### config.mk
export PLATFORM = sky130hd
export DESIGN_NAME = cam_line_udp_sched_flat
export DESIGN_NICKNAME = d
export VERILOG_FILES = /design/src/rtl/cam_line_udp_sched_pkg.sv /design/src/rtl/cam_line_udp_sched_if.sv /design/src/rtl/cam_line_udp_sched_bram_axis_reader.sv /design/src/rtl/cam_line_udp_sched.sv /design/src/flat_wrapper.sv
export SDC_FILE = /design/constraint.sdc
export NUM_CORES = 1
export LEC_CHECK = 0
export ABC_AREA = 1
export CAP_MARGIN = 0
export CORE_ASPECT_RATIO = 0.75
export CORE_UTILIZATION = 51
export CTS_BUF_LIST = sky130_fd_sc_hd__clkbuf_8
export DETAILED_ROUTE_END_ITERATION = 10
export HOLD_SLACK_MARGIN = 0.05
export PLACE_DENSITY = 0.75
export RECOVER_POWER = 100
export SLEW_MARGIN = 10
export SYNTH_ARGS = -nofsm -noshare
export SYNTH_HDL_FRONTEND = slang
export SYNTH_SLANG_ARGS = --single-unit
### constraint.sdc
create_clock -name clk -period 4.64 [get_ports clk]
set_input_delay 0.696 -clock clk [delete_from_list [all_inputs] [get_ports clk]]
set_output_delay 0.696 -clock clk [all_outputs]
set_load 0.02 [all_outputs]
### src/rtl/cam_line_udp_sched_pkg.sv
// Shared types for the camera line -> UDP scheduler: FSM states, line queue
// entry layout and the sub-header byte selector.
package cam_udp_pkg;

    localparam int SUBHDR_LEN = 6;

    typedef enum logic [2:0] {
        IDLE,
        HDR,
        SUB,
        PAY,
        RELEASE
    } state_t;

    // One completed line waiting for transmission. len is kept at 16 bits so
    // the struct does not depend on the line buffer address width.
    typedef struct packed {
        logic        bank;
        logic [15:0] len;
        logic [15:0] frame_id;
        logic [15:0] line_id;
    } q_entry_t;

    // Big-endian sub-header {frame_id, line_id, offset}, byte idx 0..5.
    function automatic logic [7:0] subhdr_byte(input logic [15:0] fid,
                                               input logic [15:0] lid,
                                               input logic [15:0] off,
                                               input logic [2:0]  idx);
        logic [7:0] b;
        case (idx)
            3'd0:    b = fid[15:8];
            3'd1:    b = fid[7:0];
            3'd2:    b = lid[15:8];
            3'd3:    b = lid[7:0];
            3'd4:    b = off[15:8];
            3'd5:    b = off[7:0];
            default: b = 8'h00;
        endcase
        return b;
    endfunction

endpackage

### src/rtl/cam_line_udp_sched_if.sv
// UDP-side handshakes of the scheduler: header request channel plus the
// byte-wide payload stream.
interface cam_line_udp_sched_if;

    logic        hdr_valid;
    logic        hdr_ready;
    logic [15:0] hdr_length;
    logic [7:0]  tx_tdata;
    logic        tx_tvalid;
    logic        tx_tready;
    logic        tx_tlast;

    modport master (
        output hdr_valid, hdr_length, tx_tdata, tx_tvalid, tx_tlast,
        input  hdr_ready, tx_tready
    );

    modport slave (
        input  hdr_valid, hdr_length, tx_tdata, tx_tvalid, tx_tlast,
        output hdr_ready, tx_tready
    );

endinterface

### src/rtl/cam_line_udp_sched_bram_axis_reader.sv
// Turns a (start address, byte count) request into a byte stream read from a
// 1-cycle-latency BRAM. An output register plus a skid register absorb the
// read that is already in flight when the consumer stalls, so data stays
// correct under any tready pattern and runs at one byte per cycle otherwise.
module bram_axis_reader #(
    parameter int ADDR_W = 11
) (
    input  logic              clk,
    input  logic              rst,
    input  logic              start,
    input  logic [ADDR_W-1:0] start_addr,
    input  logic [ADDR_W:0]   start_cnt,
    output logic [ADDR_W-1:0] buf_rd_addr,
    input  logic [7:0]        buf_rd_data,
    output logic [7:0]        m_tdata,
    output logic              m_tvalid,
    output logic              m_tlast,
    input  logic              m_tready
);

    localparam logic [ADDR_W:0] CNT_ONE = 1;

    logic [ADDR_W-1:0] rd_addr;
    logic [ADDR_W:0]   rd_left;
    logic              rd_vld_p1;
    logic              rd_last_p1;
    logic              out_vld, out_last;
    logic [7:0]        out_data;
    logic              skid_vld, skid_last;
    logic [7:0]        skid_data;
    logic              pop;
    logic              issue;
    logic [1:0]        fill;

    assign pop  = out_vld && m_tready;
    // Slots that stay occupied after this cycle; a new read may only be
    // issued if its byte is guaranteed a slot when it returns.
    assign fill = {1'b0, out_vld} + {1'b0, skid_vld} + {1'b0, rd_vld_p1} - {1'b0, pop};
    assign issue = !start && (rd_left != '0) && (fill <= 2'd1);

    assign buf_rd_addr = rd_addr;
    assign m_tdata     = out_data;
    assign m_tvalid    = out_vld;
    assign m_tlast     = out_vld && out_last;

    // Control: outstanding byte count, in-flight read flag, slot occupancy
    always_ff @(posedge clk) begin
        if (rst) begin
            rd_left   <= '0;
            rd_vld_p1 <= 1'b0;
            out_vld   <= 1'b0;
            skid_vld  <= 1'b0;
        end else begin
            rd_vld_p1 <= issue;
            if (start)
                rd_left <= start_cnt;
            else if (issue)
                rd_left <= rd_left - 1'b1;
            if (!out_vld || pop) begin
                if (skid_vld) begin
                    out_vld  <= 1'b1;
                    skid_vld <= rd_vld_p1;
                end else begin
                    out_vld  <= rd_vld_p1;
                    skid_vld <= 1'b0;
                end
            end else if (rd_vld_p1) begin
                skid_vld <= 1'b1;
            end
        end
    end

    // Data: read address, returning byte and its last flag into out/skid
    always_ff @(posedge clk) begin
        if (start)
            rd_addr <= start_addr;
        else if (issue)
            rd_addr <= rd_addr + 1'b1;
        rd_last_p1 <= (rd_left == CNT_ONE);
        if (!out_vld || pop) begin
            if (skid_vld) begin
                out_data  <= skid_data;
                out_last  <= skid_last;
                skid_data <= buf_rd_data;
                skid_last <= rd_last_p1;
            end else begin
                out_data  <= buf_rd_data;
                out_last  <= rd_last_p1;
            end
        end else if (rd_vld_p1) begin
            skid_data <= buf_rd_data;
            skid_last <= rd_last_p1;
        end
    end

endmodule

### src/rtl/cam_line_udp_sched.sv
// Camera line -> UDP scheduler. Queues completed lines (2 deep), splits each
// into chunks of at most MAX_CHUNK bytes and for every chunk issues a UDP
// header request, a 6-byte {frame_id, line_id, offset} sub-header and the
// payload read from the 2-bank line buffer. Lines arriving on a full queue
// are dropped and counted; dropped lines still consume a line_id.
module cam_line_udp_sched
    import cam_udp_pkg::*;
#(
    parameter int ADDR_W    = 11,
    parameter int MAX_CHUNK = 1024
) (
    input  logic                 clk,
    input  logic                 rst,
    input  logic                 frame_start,
    input  logic                 line_done,
    input  logic                 line_bank,
    input  logic [ADDR_W:0]      line_len,
    output logic                 buf_rd_bank,
    output logic [ADDR_W-1:0]    buf_rd_addr,
    input  logic [7:0]           buf_rd_data,
    cam_line_udp_sched_if.master tx,
    output logic [1:0]           bank_free,
    output logic [15:0]          drop_cnt,
    output logic                 busy
);

    localparam logic [ADDR_W:0] CHUNK_MAX = MAX_CHUNK[ADDR_W:0];

    state_t          state, state_n;
    logic [15:0]     frame_id, line_id;

    q_entry_t        q_mem [2];
    q_entry_t        head, new_entry, cur;
    logic            q_wr_ptr, q_rd_ptr;
    logic [1:0]      q_cnt;
    logic            q_full, q_push, q_pop;

    logic [ADDR_W:0] offset;
    logic [2:0]      sub_idx;
    logic [15:0]     len_rem;
    logic [ADDR_W:0] chunk;
    logic            last_chunk;

    logic            rd_start;
    logic [7:0]      rd_tdata;
    logic            rd_tvalid, rd_tlast, rd_tready;
    logic            pay_end;

    assign q_full = (q_cnt == 2'd2);
    assign q_push = line_done && !q_full;
    assign q_pop  = (state == RELEASE);
    assign head   = q_mem[q_rd_ptr];

    assign new_entry.bank     = line_bank;
    assign new_entry.len      = 16'(line_len);
    assign new_entry.frame_id = frame_id;
    assign new_entry.line_id  = line_id;

    assign len_rem    = cur.len - 16'(offset);
    assign chunk      = (len_rem > 16'(MAX_CHUNK)) ? CHUNK_MAX : len_rem[ADDR_W:0];
    assign last_chunk = ((16'(offset) + 16'(chunk)) == cur.len);

    assign tx.hdr_length = 16'(SUBHDR_LEN) + 16'(chunk);
    assign buf_rd_bank   = cur.bank;
    assign busy          = (state != IDLE);
    assign rd_tready     = tx.tx_tready && (state == PAY);
    assign pay_end       = (state == PAY) && rd_tvalid && tx.tx_tready && rd_tlast;

    // Frame/line numbering; a coincident line_done is tagged with the old ids
    always_ff @(posedge clk) begin
        if (rst) begin
            frame_id <= '0;
            line_id  <= '0;
        end else if (frame_start) begin
            frame_id <= frame_id + 16'd1;
            line_id  <= '0;
        end else if (line_done) begin
            line_id  <= line_id + 16'd1;
        end
    end

    // Queue pointers/occupancy, bank ownership and drop counter
    always_ff @(posedge clk) begin
        if (rst) begin
            q_wr_ptr  <= 1'b0;
            q_rd_ptr  <= 1'b0;
            q_cnt     <= '0;
            bank_free <= 2'b11;
            drop_cnt  <= '0;
        end else begin
            if (q_push)
                q_wr_ptr <= ~q_wr_ptr;
            if (q_pop)
                q_rd_ptr <= ~q_rd_ptr;
            q_cnt <= q_cnt + {1'b0, q_push} - {1'b0, q_pop};
            if (q_pop)
                bank_free[cur.bank] <= 1'b1;
            if (q_push)
                bank_free[line_bank] <= 1'b0;
            if (line_done && q_full && (drop_cnt != 16'hFFFF))
                drop_cnt <= drop_cnt + 16'd1;
        end
    end

    // Queue storage
    always_ff @(posedge clk) begin
        if (q_push)
            q_mem[q_wr_ptr] <= new_entry;
    end

    // FSM state register
    always_ff @(posedge clk) begin
        if (rst)
            state <= IDLE;
        else
            state <= state_n;
    end

    // Per-line working registers: head capture, sub-header index, offset
    always_ff @(posedge clk) begin
        case (state)
            IDLE: begin
                cur    <= head;
                offset <= '0;
            end
            HDR:     sub_idx <= '0;
            SUB:     if (tx.tx_tready) sub_idx <= sub_idx + 3'd1;
            PAY:     if (pay_end) offset <= offset + chunk;
            default: ;
        endcase
    end

    // FSM next state and the multiplexed header/stream outputs
    always_comb begin
        state_n      = state;
        tx.hdr_valid = 1'b0;
        tx.tx_tvalid = 1'b0;
        tx.tx_tdata  = 8'h00;
        tx.tx_tlast  = 1'b0;
        rd_start     = 1'b0;
        case (state)
            IDLE: begin
                if (q_cnt != 2'd0)
                    state_n = (head.len == 16'd0) ? RELEASE : HDR;
            end
            HDR: begin
                tx.hdr_valid = 1'b1;
                if (tx.hdr_ready)
                    state_n = SUB;
            end
            SUB: begin
                tx.tx_tvalid = 1'b1;
                tx.tx_tdata  = subhdr_byte(cur.frame_id, cur.line_id, 16'(offset), sub_idx);
                if (tx.tx_tready && (sub_idx == 3'd5)) begin
                    state_n  = PAY;
                    rd_start = 1'b1;
                end
            end
            PAY: begin
                tx.tx_tvalid = rd_tvalid;
                tx.tx_tdata  = rd_tdata;
                tx.tx_tlast  = rd_tlast;
                if (pay_end)
                    state_n = last_chunk ? RELEASE : HDR;
            end
            RELEASE: state_n = IDLE;
            default: state_n = IDLE;
        endcase
    end

    bram_axis_reader #(
        .ADDR_W (ADDR_W)
    ) u_reader (
        .clk         (clk),
        .rst         (rst),
        .start       (rd_start),
        .start_addr  (offset[ADDR_W-1:0]),
        .start_cnt   (chunk),
        .buf_rd_addr (buf_rd_addr),
        .buf_rd_data (buf_rd_data),
        .m_tdata     (rd_tdata),
        .m_tvalid    (rd_tvalid),
        .m_tlast     (rd_tlast),
        .m_tready    (rd_tready)
    );

endmodule

### src/flat_wrapper.sv
// flat-port wrapper written by rule: the top's interface ports become plain ports
module cam_line_udp_sched_flat import cam_udp_pkg::*;
#(
    parameter int ADDR_W    = 11,
    parameter int MAX_CHUNK = 1024
)
  (clk, rst, frame_start, line_done, line_bank, line_len, buf_rd_bank, buf_rd_addr, buf_rd_data, bank_free, drop_cnt, busy, tx_hdr_valid, tx_hdr_length, tx_tx_tdata, tx_tx_tvalid, tx_tx_tlast, tx_hdr_ready, tx_tx_tready);
  cam_line_udp_sched_if tx_i ();
  input  logic clk;
  input  logic rst;
  input  logic frame_start;
  input  logic line_done;
  input  logic line_bank;
  input  logic [ADDR_W:0] line_len;
  output logic buf_rd_bank;
  output logic [ADDR_W-1:0] buf_rd_addr;
  input  logic [7:0] buf_rd_data;
  output logic [1:0] bank_free;
  output logic [15:0] drop_cnt;
  output logic busy;
  output wire logic [$bits(tx_i.hdr_valid)-1:0] tx_hdr_valid;
  output wire logic [$bits(tx_i.hdr_length)-1:0] tx_hdr_length;
  output wire logic [$bits(tx_i.tx_tdata)-1:0] tx_tx_tdata;
  output wire logic [$bits(tx_i.tx_tvalid)-1:0] tx_tx_tvalid;
  output wire logic [$bits(tx_i.tx_tlast)-1:0] tx_tx_tlast;
  input wire logic [$bits(tx_i.hdr_ready)-1:0] tx_hdr_ready;
  input wire logic [$bits(tx_i.tx_tready)-1:0] tx_tx_tready;
  assign tx_hdr_valid = tx_i.hdr_valid;
  assign tx_hdr_length = tx_i.hdr_length;
  assign tx_tx_tdata = tx_i.tx_tdata;
  assign tx_tx_tvalid = tx_i.tx_tvalid;
  assign tx_tx_tlast = tx_i.tx_tlast;
  assign tx_i.hdr_ready = tx_hdr_ready;
  assign tx_i.tx_tready = tx_tx_tready;
  cam_line_udp_sched #(.ADDR_W(ADDR_W), .MAX_CHUNK(MAX_CHUNK)) u_core (.clk(clk), .rst(rst), .frame_start(frame_start), .line_done(line_done), .line_bank(line_bank), .line_len(line_len), .buf_rd_bank(buf_rd_bank), .buf_rd_addr(buf_rd_addr), .buf_rd_data(buf_rd_data), .tx(tx_i), .bank_free(bank_free), .drop_cnt(drop_cnt), .busy(busy));
endmodule
==> run metrics <==
pwr dens 624 mW/mm²; status finished with violations; chip height between 100 and 150 µm; Syn Area/Cell around 10 µm²; placer congestion estimate 0.967; I/O Pins 85; Antenna Cells 0; measured slew at the worst slew-check pin about 2.7 ns; H-Tree Depth 2; met1 usage between 30% and 40%; dpl hpwl between 20000 and 25000 µm; grt total ovfl 0; sequential share of the synthesized area about 56%; Unique masters post-synth 56; GRT met3 Usage roughly 4%; clock skew approximately 0.022 ns; Worst slew margin -77.5%; Initial Utilization ~53%; Slew Limit Fails between 100 and 150; vias in the first global route roughly 8400; # clock sinks 253; DR pass1 iterations 5; cell taking the most area after synthesis edfxtp_1; final cell count without fillers about 1700; Reg clk slew, reported paths roughly 0.06 ns; Peak Freq between 0.2 and 0.25 GHz; TritonCTS buffer count 40; Core Util, Final about three fifths; final hold slack approximately 0.46 ns; Placed Cells incl. Taps roughly 1600; Worst VDD drop 0.292 mV; Final Power ~9.0 mW; RSZ-0062 raised after global routing true; vias post-DR about 9000; Routed WL roughly 29000 µm; Synth top cells by count nand2_1, edfxtp_1, inv_1, nor2_1, dfxtp_1; WL/cell ~17 µm; first-pass GRT wire length about 45000 µm; Yosys top cell area share between 40% and 50%; Core Box Area roughly 0.023 mm²; crit start category flip-flop; Cell Area, Synth between 0.01 and 0.015 mm²; data arrival time of the critical path approximately 4.9 ns; # rows 48; Max Root-Sink Buffers 3; CP Class flip-flop to flip-flop; Die ar. between 0.02 and 0.025 mm²; Crit. End Element flip-flop; Final ANT Viol Nets 0; Tightest Hold Check Type flip-flop to flip-flop; largest net degree at the start of global routing 47; Post-synth EDFFs 179; die width roughly 180 µm; fillers approximately 1900; nets about 1400; hold buffers post-CTS 0; GRT Total Usage between 20% and 30%; area grow syn2layout 17.9%; layout cells sized above 1 between 10% and 20%; initial DRC count approximately 740; CTS tree yes; Worst path slowest cell edfxtp_1; cells after synthesis ~1200; grt met2 use 36.3%; fin crit period approximately 4.5 ns; Yosys reg bits between 200 and 300; data required time at the worst endpoint 5.05 ns; predominant post-synthesis flop cell edfxtp_1; worst skew pair latency approximately 0.55 ns; period utilisation layout between 90 and 100%; GR peak layer met2; worst slack at placement -0.114 ns; max incr delay on CP 0.43 ns; initial antenna violation count 0; failing checks max-capacitance violations, max-slew violations; final-report hold violation count 0; MaxCap Viol Count 4; most common cell in the netlist nand2_1; Final Setup Violations 0; worst-path maximum fanout 4; final worst slack 0.111 ns; IO Port Bufs 79; residual DRC count 0; root buffer cell clkbuf_8; Synthesis Warnings 0; CP dominant cell by count nand2_1; LEAKAGE slightly below 6 nW; vias per cell approximately 5.4; asr flop ratio synth 0%; synth top area cells edfxtp_1, dfxtp_1, nand2_1
-- where the power goes --
part | leakage [nW] | switching [mW] | total [mW] | internal (mW)
logic | 3.06 | 2.54 | 4.00 | 1.46
clock network | 0.432 | 0.850 | 1.66 | 0.815
registers | 2.38 | 0.293 | 3.32 | 3.03
-- cell families after synthesis --
family	synth area share (%)
fa+ha+maj	4.22
xor+xnor	2.65
mux	4.15
flops	56.2
simple gates	18.0
other cells	0.0307
buf+inv	6.19
compound gates	8.56
-- per-layer routing --
layer / wire length [µm] / vias to the layer above
met5: 0 / -
met4: 437 / 0
met3: 2010 / 38
met2: 13000 / 314
met1: 13500 / 4361
li1: - / 4509
-- stage by stage --
stage                     setup TNS, ns  cell area, µm²
after detailed placement         -0.218           13500
after floorplan                       0           12200
final                                 0           14400
after CTS                       -0.0675           14300
after global placement                0           13500
after global routing             -0.495           14400
-- path summary, 6_finish.rpt --
check / slack (ns) / cells after the start / to / from
worst max-delay path: 0.11 / 32 / u_core.state[0]$_SDFFE_PP0P_ / u_core.offset[9]$_SDFFCE_PN0P_
worst min register to register: 0.46 / 0 / u_core.q_mem[1][7]$_DFFE_PP_ / u_core.line_id[7]$_SDFFE_PP0P_
worst max register to register: 0.11 / 32 / u_core.state[0]$_SDFFE_PP0P_ / u_core.offset[9]$_SDFFCE_PN0P_
worst min-delay path: 0.46 / 0 / u_core.q_mem[1][7]$_DFFE_PP_ / u_core.line_id[7]$_SDFFE_PP0P_
-- repair_timing --
| action | in CTS | in global routing |
|---|---|---|
| pin swaps | 1 | 13 |
| gates resized for setup | 17 | 43 |
| setup buffers | 0 | 7 |
| endpoints found under the setup margin | 9 | 11 |
-- state kept, by name (all words and copies together) (netlist names), 8 cells and up, named ones only --
| register | flops |
|---|---|
| u_core.u_reader.rd_left | 12 |
| u_core.u_reader.skid_data | 8 |
| u_core.frame_id | 16 |
| u_core.cur | 44 |
| u_core.u_reader.m_tdata | 8 |
| u_core.q_mem | 90 |
| u_core.u_reader.buf_rd_addr | 11 |
| u_core.drop_cnt | 16 |
| u_core.line_id | 16 |
| u_core.offset | 12 |
-- cell usage in the layout (no fill, tap or decap), drive strengths merged, types with 31 or more instances in the layout --
cell and n:
nor2 110, nor3 31, nand2 241, clkbuf 48, dfxtp 74, dlygate4sd3 53
ha 38, edfxtp 179, mux2 45, inv 187, nand3 77, a21oi 70
o21ai 59, buf 34
-- layout make-up --
type | count | area [µm²] | share of cell area, %
Clock buffer | 40 | 551 | 3.82
Clock inverter | 31 | 149 | 1.03
Inverter | 167 | 627 | 4.35
Multi-Input combinational cell | 797 | 4780 | 33.2
Sequential cell | 253 | 6860 | 47.6
Tap cell | 300 | 375 | 2.61
Timing Repair Buffer | 119 | 1060 | 7.38
-- worst max-delay path: cells and delay by family, from the launching register on --
kind                     cells  cell delay, ns
buffers and inverters        4            0.49
AND/OR/NAND/NOR             20            1.76
XOR/XNOR                     1            0.19
AO/OA/AOI/OAI                5            0.80
flip-flops                   1            0.43
adder cells (fa/ha/maj)      2            0.72
No activity file was read; power rests on OpenSTA's default activity.
